--- src/rtl/mmio_serial_led_if.sv ---
// CPU data-memory bus as seen by the serial LED register block.
// The CPU side drives the address and write strobe; the peripheral returns combinational read data.
interface mmio_serial_led_if;
    logic [31:0] rw_addr;
    logic [31:0] w_data;
    logic        w_en;
    logic [31:0] r_data;
    logic        r_hit;

    modport master (
        output rw_addr,
        output w_data,
        output w_en,
        input  r_data,
        input  r_hit
    );

    modport slave (
        input  rw_addr,
        input  w_data,
        input  w_en,
        output r_data,
        output r_hit
    );
endinterface

--- src/rtl/mmio_serial_led.sv ---
// Memory-mapped serial LED peripheral: FIFO-buffered words shifted out MSB-first with an idle gap.
// Define MMIO_SERIAL_LED_IRQ_EN to build the completion interrupt (irq_en bit and done flag).
module mmio_serial_led #(
    parameter logic [31:0] BASE_ADDR  = 32'h0000_03F0,
    parameter int          DATA_W     = 8,
    parameter int          FIFO_DEPTH = 4,
    parameter int          BIT_CYCLES = 4,
    parameter int          GAP_CYCLES = 8
) (
    input  logic              clock,
    input  logic              reset,
    mmio_serial_led_if.slave  bus,
    output logic              ser_out,
    output logic              ser_active,
    output logic [DATA_W-1:0] out_data,
    output logic              irq
);
    localparam int AW = (FIFO_DEPTH > 1) ? $clog2(FIFO_DEPTH) : 1;
    localparam int CW = AW + 1;
    localparam int BW = (DATA_W > 1) ? $clog2(DATA_W) : 1;
    localparam int DW = (BIT_CYCLES > 1) ? $clog2(BIT_CYCLES) : 1;
    localparam int GW = (GAP_CYCLES > 1) ? $clog2(GAP_CYCLES) : 1;

    localparam logic [1:0] ST_IDLE  = 2'd0;
    localparam logic [1:0] ST_SHIFT = 2'd1;
    localparam logic [1:0] ST_GAP   = 2'd2;

    logic [DATA_W-1:0] fifo_mem [FIFO_DEPTH];
    logic [AW-1:0]     wr_ptr_reg;
    logic [AW-1:0]     rd_ptr_reg;
    logic [CW-1:0]     count_reg;

    logic [1:0]        state_reg;
    logic [DATA_W-1:0] shreg_reg;
    logic [DATA_W-1:0] word_reg;
    logic [DW-1:0]     div_reg;
    logic [BW-1:0]     bit_reg;
    logic [GW-1:0]     gap_reg;

    logic              enable_reg;
    logic              overflow_reg;
    logic              irq_en_bit;

    logic data_sel, status_sel, ctrl_sel;
    logic data_wr, ctrl_wr;
    logic empty, full, push, pop, busy;
    logic bit_done, word_done, gap_done;
    logic [DATA_W-1:0] head_word;
    logic unused_bus;

    assign data_sel   = (bus.rw_addr == BASE_ADDR);
    assign status_sel = (bus.rw_addr == BASE_ADDR + 32'd4);
    assign ctrl_sel   = (bus.rw_addr == BASE_ADDR + 32'd8);
    assign data_wr    = bus.w_en && data_sel;
    assign ctrl_wr    = bus.w_en && ctrl_sel;
    assign unused_bus = ^bus.w_data;

    assign empty     = (count_reg == '0);
    assign full      = (count_reg == CW'(FIFO_DEPTH));
    assign busy      = (state_reg != ST_IDLE);
    // A full FIFO rejects the push even when the engine pops in the same cycle.
    assign push      = data_wr && !full;
    assign pop       = (state_reg == ST_IDLE) && enable_reg && !empty;
    assign head_word = fifo_mem[rd_ptr_reg];

    assign bit_done  = (state_reg == ST_SHIFT) && (div_reg == DW'(BIT_CYCLES - 1));
    assign word_done = bit_done && (bit_reg == BW'(DATA_W - 1));
    assign gap_done  = (state_reg == ST_GAP) && (gap_reg == GW'(GAP_CYCLES - 1));

    assign ser_active = (state_reg == ST_SHIFT);
    assign ser_out    = (state_reg == ST_SHIFT) && shreg_reg[DATA_W-1];

    // Storage carries no reset so it maps onto plain RAM.
    always_ff @(posedge clock) begin
        if (push)
            fifo_mem[wr_ptr_reg] <= bus.w_data[DATA_W-1:0];
    end

    always_ff @(posedge clock or posedge reset) begin
        if (reset) begin
            wr_ptr_reg <= '0;
            rd_ptr_reg <= '0;
            count_reg  <= '0;
        end else begin
            if (push)
                wr_ptr_reg <= wr_ptr_reg + AW'(1);
            if (pop)
                rd_ptr_reg <= rd_ptr_reg + AW'(1);
            case ({push, pop})
                2'b10:   count_reg <= count_reg + CW'(1);
                2'b01:   count_reg <= count_reg - CW'(1);
                default: count_reg <= count_reg;
            endcase
        end
    end

    always_ff @(posedge clock or posedge reset) begin
        if (reset) begin
            enable_reg   <= 1'b0;
            overflow_reg <= 1'b0;
        end else begin
            if (ctrl_wr)
                enable_reg <= bus.w_data[0];
            if (data_wr && full)
                overflow_reg <= 1'b1;
            else if (ctrl_wr && bus.w_data[1])
                overflow_reg <= 1'b0;
        end
    end

    always_ff @(posedge clock or posedge reset) begin
        if (reset) begin
            state_reg <= ST_IDLE;
            shreg_reg <= '0;
            word_reg  <= '0;
            div_reg   <= '0;
            bit_reg   <= '0;
            gap_reg   <= '0;
            out_data  <= '0;
        end else begin
            case (state_reg)
                ST_IDLE: begin
                    if (pop) begin
                        shreg_reg <= head_word;
                        word_reg  <= head_word;
                        div_reg   <= '0;
                        bit_reg   <= '0;
                        state_reg <= ST_SHIFT;
                    end
                end
                ST_SHIFT: begin
                    if (bit_done) begin
                        div_reg <= '0;
                        if (word_done) begin
                            out_data  <= word_reg;
                            gap_reg   <= '0;
                            state_reg <= ST_GAP;
                        end else begin
                            shreg_reg <= shreg_reg << 1;
                            bit_reg   <= bit_reg + BW'(1);
                        end
                    end else begin
                        div_reg <= div_reg + DW'(1);
                    end
                end
                ST_GAP: begin
                    if (gap_done)
                        state_reg <= ST_IDLE;
                    else
                        gap_reg <= gap_reg + GW'(1);
                end
                default: state_reg <= ST_IDLE;
            endcase
        end
    end

`ifdef MMIO_SERIAL_LED_IRQ_EN
    logic irq_en_reg;
    logic done_reg;
    logic irq_reg;

    // A new DATA write means software has more work queued, so it retires the done flag.
    always_ff @(posedge clock or posedge reset) begin
        if (reset) begin
            irq_en_reg <= 1'b0;
            done_reg   <= 1'b0;
            irq_reg    <= 1'b0;
        end else begin
            if (ctrl_wr)
                irq_en_reg <= bus.w_data[2];
            if (data_wr)
                done_reg <= 1'b0;
            else if (gap_done)
                done_reg <= 1'b1;
            irq_reg <= irq_en_reg && enable_reg && empty && (state_reg == ST_IDLE) && done_reg;
        end
    end

    assign irq_en_bit = irq_en_reg;
    assign irq        = irq_reg;
`else
    assign irq_en_bit = 1'b0;
    assign irq        = 1'b0;
`endif

    logic [31:0] status_word;
    logic [31:0] ctrl_word;

    assign status_word = {16'b0, 8'(count_reg), 4'b0, overflow_reg, full, empty, busy};
    assign ctrl_word   = {29'b0, irq_en_bit, 1'b0, enable_reg};

    assign bus.r_hit  = status_sel || ctrl_sel;
    assign bus.r_data = status_sel ? status_word :
                        ctrl_sel   ? ctrl_word   : 32'b0;
endmodule

--- src/flat_wrapper.sv ---
// flat-port wrapper written by rule: the top's interface ports become plain ports
module mmio_serial_led_flat 
#(
    parameter logic [31:0] BASE_ADDR  = 32'h0000_03F0,
    parameter int          DATA_W     = 8,
    parameter int          FIFO_DEPTH = 4,
    parameter int          BIT_CYCLES = 4,
    parameter int          GAP_CYCLES = 8
)
  (clock, reset, ser_out, ser_active, out_data, irq, bus_rw_addr, bus_w_data, bus_w_en, bus_r_data, bus_r_hit);
  mmio_serial_led_if bus_i ();
  input  logic clock;
  input  logic reset;
  output logic ser_out;
  output logic ser_active;
  output logic [DATA_W-1:0] out_data;
  output logic irq;
  input wire logic [$bits(bus_i.rw_addr)-1:0] bus_rw_addr;
  input wire logic [$bits(bus_i.w_data)-1:0] bus_w_data;
  input wire logic [$bits(bus_i.w_en)-1:0] bus_w_en;
  output wire logic [$bits(bus_i.r_data)-1:0] bus_r_data;
  output wire logic [$bits(bus_i.r_hit)-1:0] bus_r_hit;
  assign bus_i.rw_addr = bus_rw_addr;
  assign bus_i.w_data = bus_w_data;
  assign bus_i.w_en = bus_w_en;
  assign bus_r_data = bus_i.r_data;
  assign bus_r_hit = bus_i.r_hit;
  mmio_serial_led #(.BASE_ADDR(BASE_ADDR), .DATA_W(DATA_W), .FIFO_DEPTH(FIFO_DEPTH), .BIT_CYCLES(BIT_CYCLES), .GAP_CYCLES(GAP_CYCLES)) u_core (.clock(clock), .reset(reset), .bus(bus_i), .ser_out(ser_out), .ser_active(ser_active), .out_data(out_data), .irq(irq));
endmodule
--- config.mk ---
export PLATFORM = sky130hd
export DESIGN_NAME = mmio_serial_led_flat
export DESIGN_NICKNAME = d
export VERILOG_FILES = /design/src/rtl/mmio_serial_led_if.sv /design/src/rtl/mmio_serial_led.sv /design/src/flat_wrapper.sv
export SDC_FILE = /design/constraint.sdc
export NUM_CORES = 1
export LEC_CHECK = 0
export CORE_MARGIN = 2
export CORE_UTILIZATION = 50
export CTS_CLUSTER_DIAMETER = 30
export DETAILED_ROUTE_END_ITERATION = 7
export GPL_ROUTABILITY_DRIVEN = 0
export HOLD_SLACK_MARGIN = 0.1
export PLACE_DENSITY_LB_ADDON = 0.05
export SLEW_MARGIN = 20
export SYNTH_ARGS = -nofsm -noshare
export SYNTH_HDL_FRONTEND = slang
export SYNTH_SLANG_ARGS = --single-unit
--- constraint.sdc ---
create_clock -name clock -period 5.5 [get_ports clock]
set_clock_uncertainty 0.2 [all_clocks]
set_input_delay 1.1 -clock clock [delete_from_list [all_inputs] [get_ports clock]]
set_output_delay 1.1 -clock clock [all_outputs]
set_load 0.1 [all_outputs]
-- Word-level counts from Yosys, hierarchy flattened
Memory sizes are Yosys's and may differ from the RTL's.
Cells that the tools add are included.
- input port bits: 67
- memories: 1
- bits in writable memories: 32
- word-level logic and storage cells: 91
- register bits after elaboration: 43
- output and inout bits: 44
- memory list (name ; depth ; width ; rd ports ; clocked after memory_dff ; wr ports ; line ; source):
    u_core.fifo_mem ; 4 ; 8 ; 1 ; 0 ; 1 ; mmio_serial_led.sv:28 ; logic [DATA_W-1:0] fifo_mem [FIFO_DEPTH];
- reductions and logical operators: 27
- muxes and demuxes: 27
- equality and inequality tests: 17
- $add $sub $neg: 7
- operator list (kind ; number):
    $eq 32x10->1 const B ; 3
    $mux 32 ; 1
    $mux 8 ; 3
    $mux 3 ; 6
    $pmux 3 s2 ; 3
    $pmux 8 s2 ; 1
    $mux 2 ; 6
    $reduce_and 4->1 ; 3
    $logic_and 1x1->1 ; 11
    $reduce_bool 2->1 ; 5
    $add 3x1->3 const B ; 3
    $eq 3x3->1 const B ; 3
    $ne 2x1->1 const B ; 4
    $add 2x1->2 const B ; 3
    $eq 2x2->1 const B ; 3
    $pmux 2 s3 ; 1
    $mux 1 ; 5
    $eq 2x1->1 const B ; 2
    $ne 2x2->1 const B ; 2
    $pmux 2 s2 ; 1
    $reduce_and 2->1 ; 2
    $logic_not 3->1 ; 1
    $reduce_and 3->1 ; 1
    $sub 3x1->3 const B ; 1
    3 further kinds ; 4

-- Depth between registers and ports, before layout
- word-level depth: 6
- depth in mapped cells: 10
- gate-level depth less buffers: 10

-- Worst setup path before layout
OpenSTA, ideal clock, no wires.
- path type: input-to-output
- start: input bus_rw_addr[18]
- end: output bus_r_data[1]
- data arrival time: 3.989 ns
- data required time: 4.200 ns
- stages on the path: 4
- setup slack: 0.211 ns
- path buffers: 0
- cell sequence: nor4_2 -> nand4_2 -> or2_1 -> nor3_1
- word-level cells in the longest chain between the ends: 2
- RTL lines (what ; line ; source):
    from (decl) ; flat_wrapper.sv:18 ; input wire logic [$bits(bus_i.rw_addr)-1:0] bus_rw_addr;
    $eq 32x10->1 ; mmio_serial_led.sv:52 ; assign status_sel = (bus.rw_addr == BASE_ADDR + 32'd4);
    $mux 32 ; mmio_serial_led.sv:193 ; assign bus.r_data = status_sel ? status_word :
    to (decl) ; flat_wrapper.sv:21 ; output wire logic [$bits(bus_i.r_data)-1:0] bus_r_data;
No other way between the ends.

-- Final worst setup path
- start: register u_core.state_reg[1]
- end: output ser_out
- word-level cells in the longest chain between the ends: 2
- RTL lines (what ; line ; source):
    from (decl) ; mmio_serial_led.sv:33 ; logic [1:0] state_reg;
    from (signal assigned) ; mmio_serial_led.sv:113 ; state_reg <= ST_IDLE;
    from (signal assigned) ; mmio_serial_led.sv:128 ; state_reg <= ST_SHIFT;
    from (signal assigned) ; mmio_serial_led.sv:137 ; state_reg <= ST_GAP;
    $eq 2x1->1 ; mmio_serial_led.sv:71 ; assign ser_out = (state_reg == ST_SHIFT) && shreg_reg[DATA_W-1];
    $logic_and 1x1->1 ; mmio_serial_led.sv:71 ;
    to (decl) ; flat_wrapper.sv:14 ; output logic ser_out;
No other way between the ends.

==> results.py <==
metrics = {
    "outcome": {
        "outcome": "finished, final reports clean",
    },
    "critical_path": {
        "r2r-end": "u_core.count_reg[2]$_DFFE_PP0P_",
        "regToRegSetupSlack_ns": 2.66,
        "path_max_fanout": 13,
        "r2r_cells": 9,
        "cp-start-kind": "register",
        "max_stage_delay_ns": 0.96,
        "reg2reg_from": "u_core.state_reg[0]$_DFFE_PP0P_",
        "worstPathCellList": "nand2b_1, clkinv_1, and2_1, clkdlybuf4s50_1",
        "criticalPathCategory": "reg2out",
        "slowest_stage": "clkdlybuf4s50_1",
        "crit_required_ns": 4.20,
        "endpoint_kind": "output pin",
        "cp.arrival_ns": 2.98,
    },
    "route": {
        "wl_per_cell_um": 13.7,
        "dr.pass1.iters": 4,
        "avgViaCountPerCell": 4.88,
        "vias": 2157,
        "drtAntennaViolNets": 0,
        "totalWireLength_um": 6060,
        "drc": 0,
        "drt_iter0_markers": 142,
    },
    "floorplanning": {
        "core_um2": 6830,
        "io_pins": 111,
        "chipHeight_um": 88.4,
        "die_x_um": 88.4,
        "start_util_pct": 52.2,
        "dieArea_um2": 7820,
        "fp-row-count": 30,
    },
    "logic_synthesis": {
        "synth_seq_area_share_pct": 57.1,
        "synthTopCellsByArea": "dfrtp_1 (30%), edfxtp_1 (27%), buf_4 (5.7%), mux4_2 (5.1%), nand2_1 (4.3%)",
        "ys_ff_latch": 75,
        "syn_avg_cell_area_um2": 12.9,
        "synthArstFlopShare_pct": 57.3,
        "yosys-top-cells-count": "dfrtp_1 (43), nand2_1 (41), edfxtp_1 (32)",
        "synth_cell_type_count": 46,
        "synth.top_cell.area_share_pct": 30.2,
        "synth_area_um2": 3560,
        "synth_flop_cell": "dfrtp_1",
        "synth_cells": 276,
        "yosysWarnings": 0,
        "synth_most_common_cell": "dfrtp_1",
        "yosysTopAreaCell": "dfrtp_1",
        "synth-edff-count": 32,
    },
    "hold_path": {
        "hold_class": "reg2reg",
        "hold_end": "u_core.word_reg[6]$_DFFE_PP0P_",
        "whs_path_depth": 2,
        "hold_start": "u_core.word_reg[6]$_DFFE_PP0P_",
    },
    "sta": {
        "period_share_pct": 77.9,
        "setup_viol": 0,
        "hold_viol_final": 0,
        "tightest_slew_ns": 0.995,
        "slew_violations": 0,
        "finalSetupTns_ns": 0,
        "max_freq_mhz": 234,
        "timing.final.crit_period_ns": 4.28,
        "relSlewSlack_pct": 33.4,
        "rsz0062_at_grt": "false",
    },
    "clocking": {
        "numClockSinks": 75,
        "cts.path.max_buffers": 2,
        "cts-buffers-inserted": 9,
        "postCtsSetupBuffers": 0,
        "root_buffer": "clkbuf_8",
        "clk_pin_slew_worst_paths_ns": 0.08,
        "cts_tree": "done",
        "ctsResizeCount": 0,
        "htree_levels": 3,
        "clk_latency_ns": 0.35,
        "cts.hold.buffers_added": 0,
    },
    "flow_run": {
        "cap_violations": 0,
    },
    "cells_and_area": {
        "nFillCells": 550,
        "largest_register_ff_count": 32,
        "diodes": 0,
        "drive_above_1_share_pct": 16.8,
        "largest_register": "u_core.fifo_mem",
        "area_growth_syn_to_layout_pct": 21.6,
        "fin_nets": 419,
    },
    "global_routing": {
        "grt.total_usage_pct": 17.4,
        "grt_pass1_vias": 2084,
        "grt_max_degree": 44,
        "antenna_found_initial": 0,
        "grt_pass1_wl_um": 10100,
        "gr-total-overflow": 0,
    },
    "place": {
        "port_buffers": 60,
        "hpwlAfterDp_um": 4400,
    },
    "pwr": {
        "cellLeakagePower_nw": 1.90,
        "total_power_mw": 1.12,
        "p_per_area_nw_per_um2": 259,
        "ir_drop_uv": 197,
    },
}
[per-layer routing]
layer / global-route usage [%] / up-vias / wire length [um]
met2: 27.1 / 52 / 3000
li1: - / 1056 / -
met5: 0 / - / 0
met1: 22.9 / 1042 / 2730
met4: 6.06 / 0 / 79
met3: 5.97 / 7 / 247
[critical path: cells and delay by family (launching register included)]
kind / cells / cell delay [ns]
simple gates: 2 / 0.84
flops: 1 / 0.40
buf+inv: 2 / 1.39
[area by class of cell]
| class | instances | area, um^2 | share of cell area [%] |
|---|---|---|---|
| flip-flops and latches | 75 | 2040 | 47.0 |
| multi-input cells | 181 | 1350 | 31.1 |
| repair buffers | 61 | 588 | 13.6 |
| clock buffers | 12 | 145 | 3.35 |
| well taps | 96 | 120 | 2.77 |
| clock inverters | 4 | 48.8 | 1.13 |
| inverters | 13 | 48.8 | 1.13 |
[worst max path at each step]
stage | cells past startpoint | slack [ns] | from | end
after floorplan | 4 | 0.21 | bus_rw_addr[18] | bus_r_data[1]
after global placement | 6 | 1.23 | bus_rw_addr[26] | bus_r_data[1]
after detailed placement | 6 | 1.21 | bus_rw_addr[26] | bus_r_data[9]
after CTS | 4 | 1.21 | u_core.state_reg[1]$_DFFE_PP0P_ | ser_out
after global routing | 6 | 1.01 | bus_rw_addr[26] | bus_r_data[9]
final | 4 | 1.22 | u_core.state_reg[1]$_DFFE_PP0P_ | ser_out
[metrics by stage]
step | area, um^2 | util, % | setup WS [ns] | hold WS [ns] | instances
2_1_floorplan | 3660 | - | 0.211 | 0.240 | 301
3_3_place_gp | 4140 | 60.6 | 1.23 | 0.253 | 426
3_5_place_dp | 4140 | 60.6 | 1.21 | 0.262 | 426
4_1_cts | 4340 | 63.5 | 1.21 | 0.281 | 442
5_1_grt | 4340 | 63.5 | 1.01 | 0.299 | 442
6_report | 4340 | 63.5 | 1.22 | 0.277 | 442
[cell usage in the layout (no fill, tap or decap), types with 2 or more instances in the layout]
| master | count |
|---|---|
| conb_1 | 26 |
| nor4_2 | 4 |
| nor3_1 | 7 |
| xor2_1 | 2 |
| a21o_1 | 3 |
| and2_2 | 4 |
| mux4_2 | 8 |
| nor2_1 | 5 |
| clkbuf_8 | 10 |
| o21ai_1 | 4 |
| inv_1 | 11 |
| nand4_1 | 4 |
| mux2i_1 | 8 |
| nor4_4 | 2 |
| o21ai_0 | 6 |
| nand3_1 | 6 |
| nand2_1 | 41 |
| a21oi_1 | 2 |
| buf_4 | 9 |
| dfrtp_1 | 43 |
| edfxtp_1 | 32 |
| nand2b_1 | 2 |
| clkdlybuf4s50_1 | 52 |
| clkbuf_1 | 2 |
| nor3b_1 | 2 |
| and2_1 | 4 |
| a22o_1 | 2 |
| xnor2_1 | 4 |
| ha_1 | 10 |
| mux2_2 | 10 |
[cell families (layout without fill, tap and decap cells)]
kind of cell | Yosys count | in the layout | synth area share [%]
AO/OA/AOI/OAI | 21 | 21 | 4.00
XOR/XNOR | 6 | 6 | 1.47
adder cells (fa/ha/maj) | 11 | 11 | 4.07
buffers and inverters | 45 | 90 | 7.69
flip-flops | 75 | 75 | 57.1
multiplexers | 27 | 27 | 10.9
other | 1 | 26 | 0.105
AND/OR/NAND/NOR | 90 | 90 | 14.6
[power breakdown]
group | leakage, nW | switching [mW] | internal, mW
clock network | 0.0969 | 0.193 | 0.222
registers | 0.878 | 0.0000000419 | 0.584
logic | 0.922 | 0.0940 | 0.0290
No activity file was read; power rests on OpenSTA's default activity.
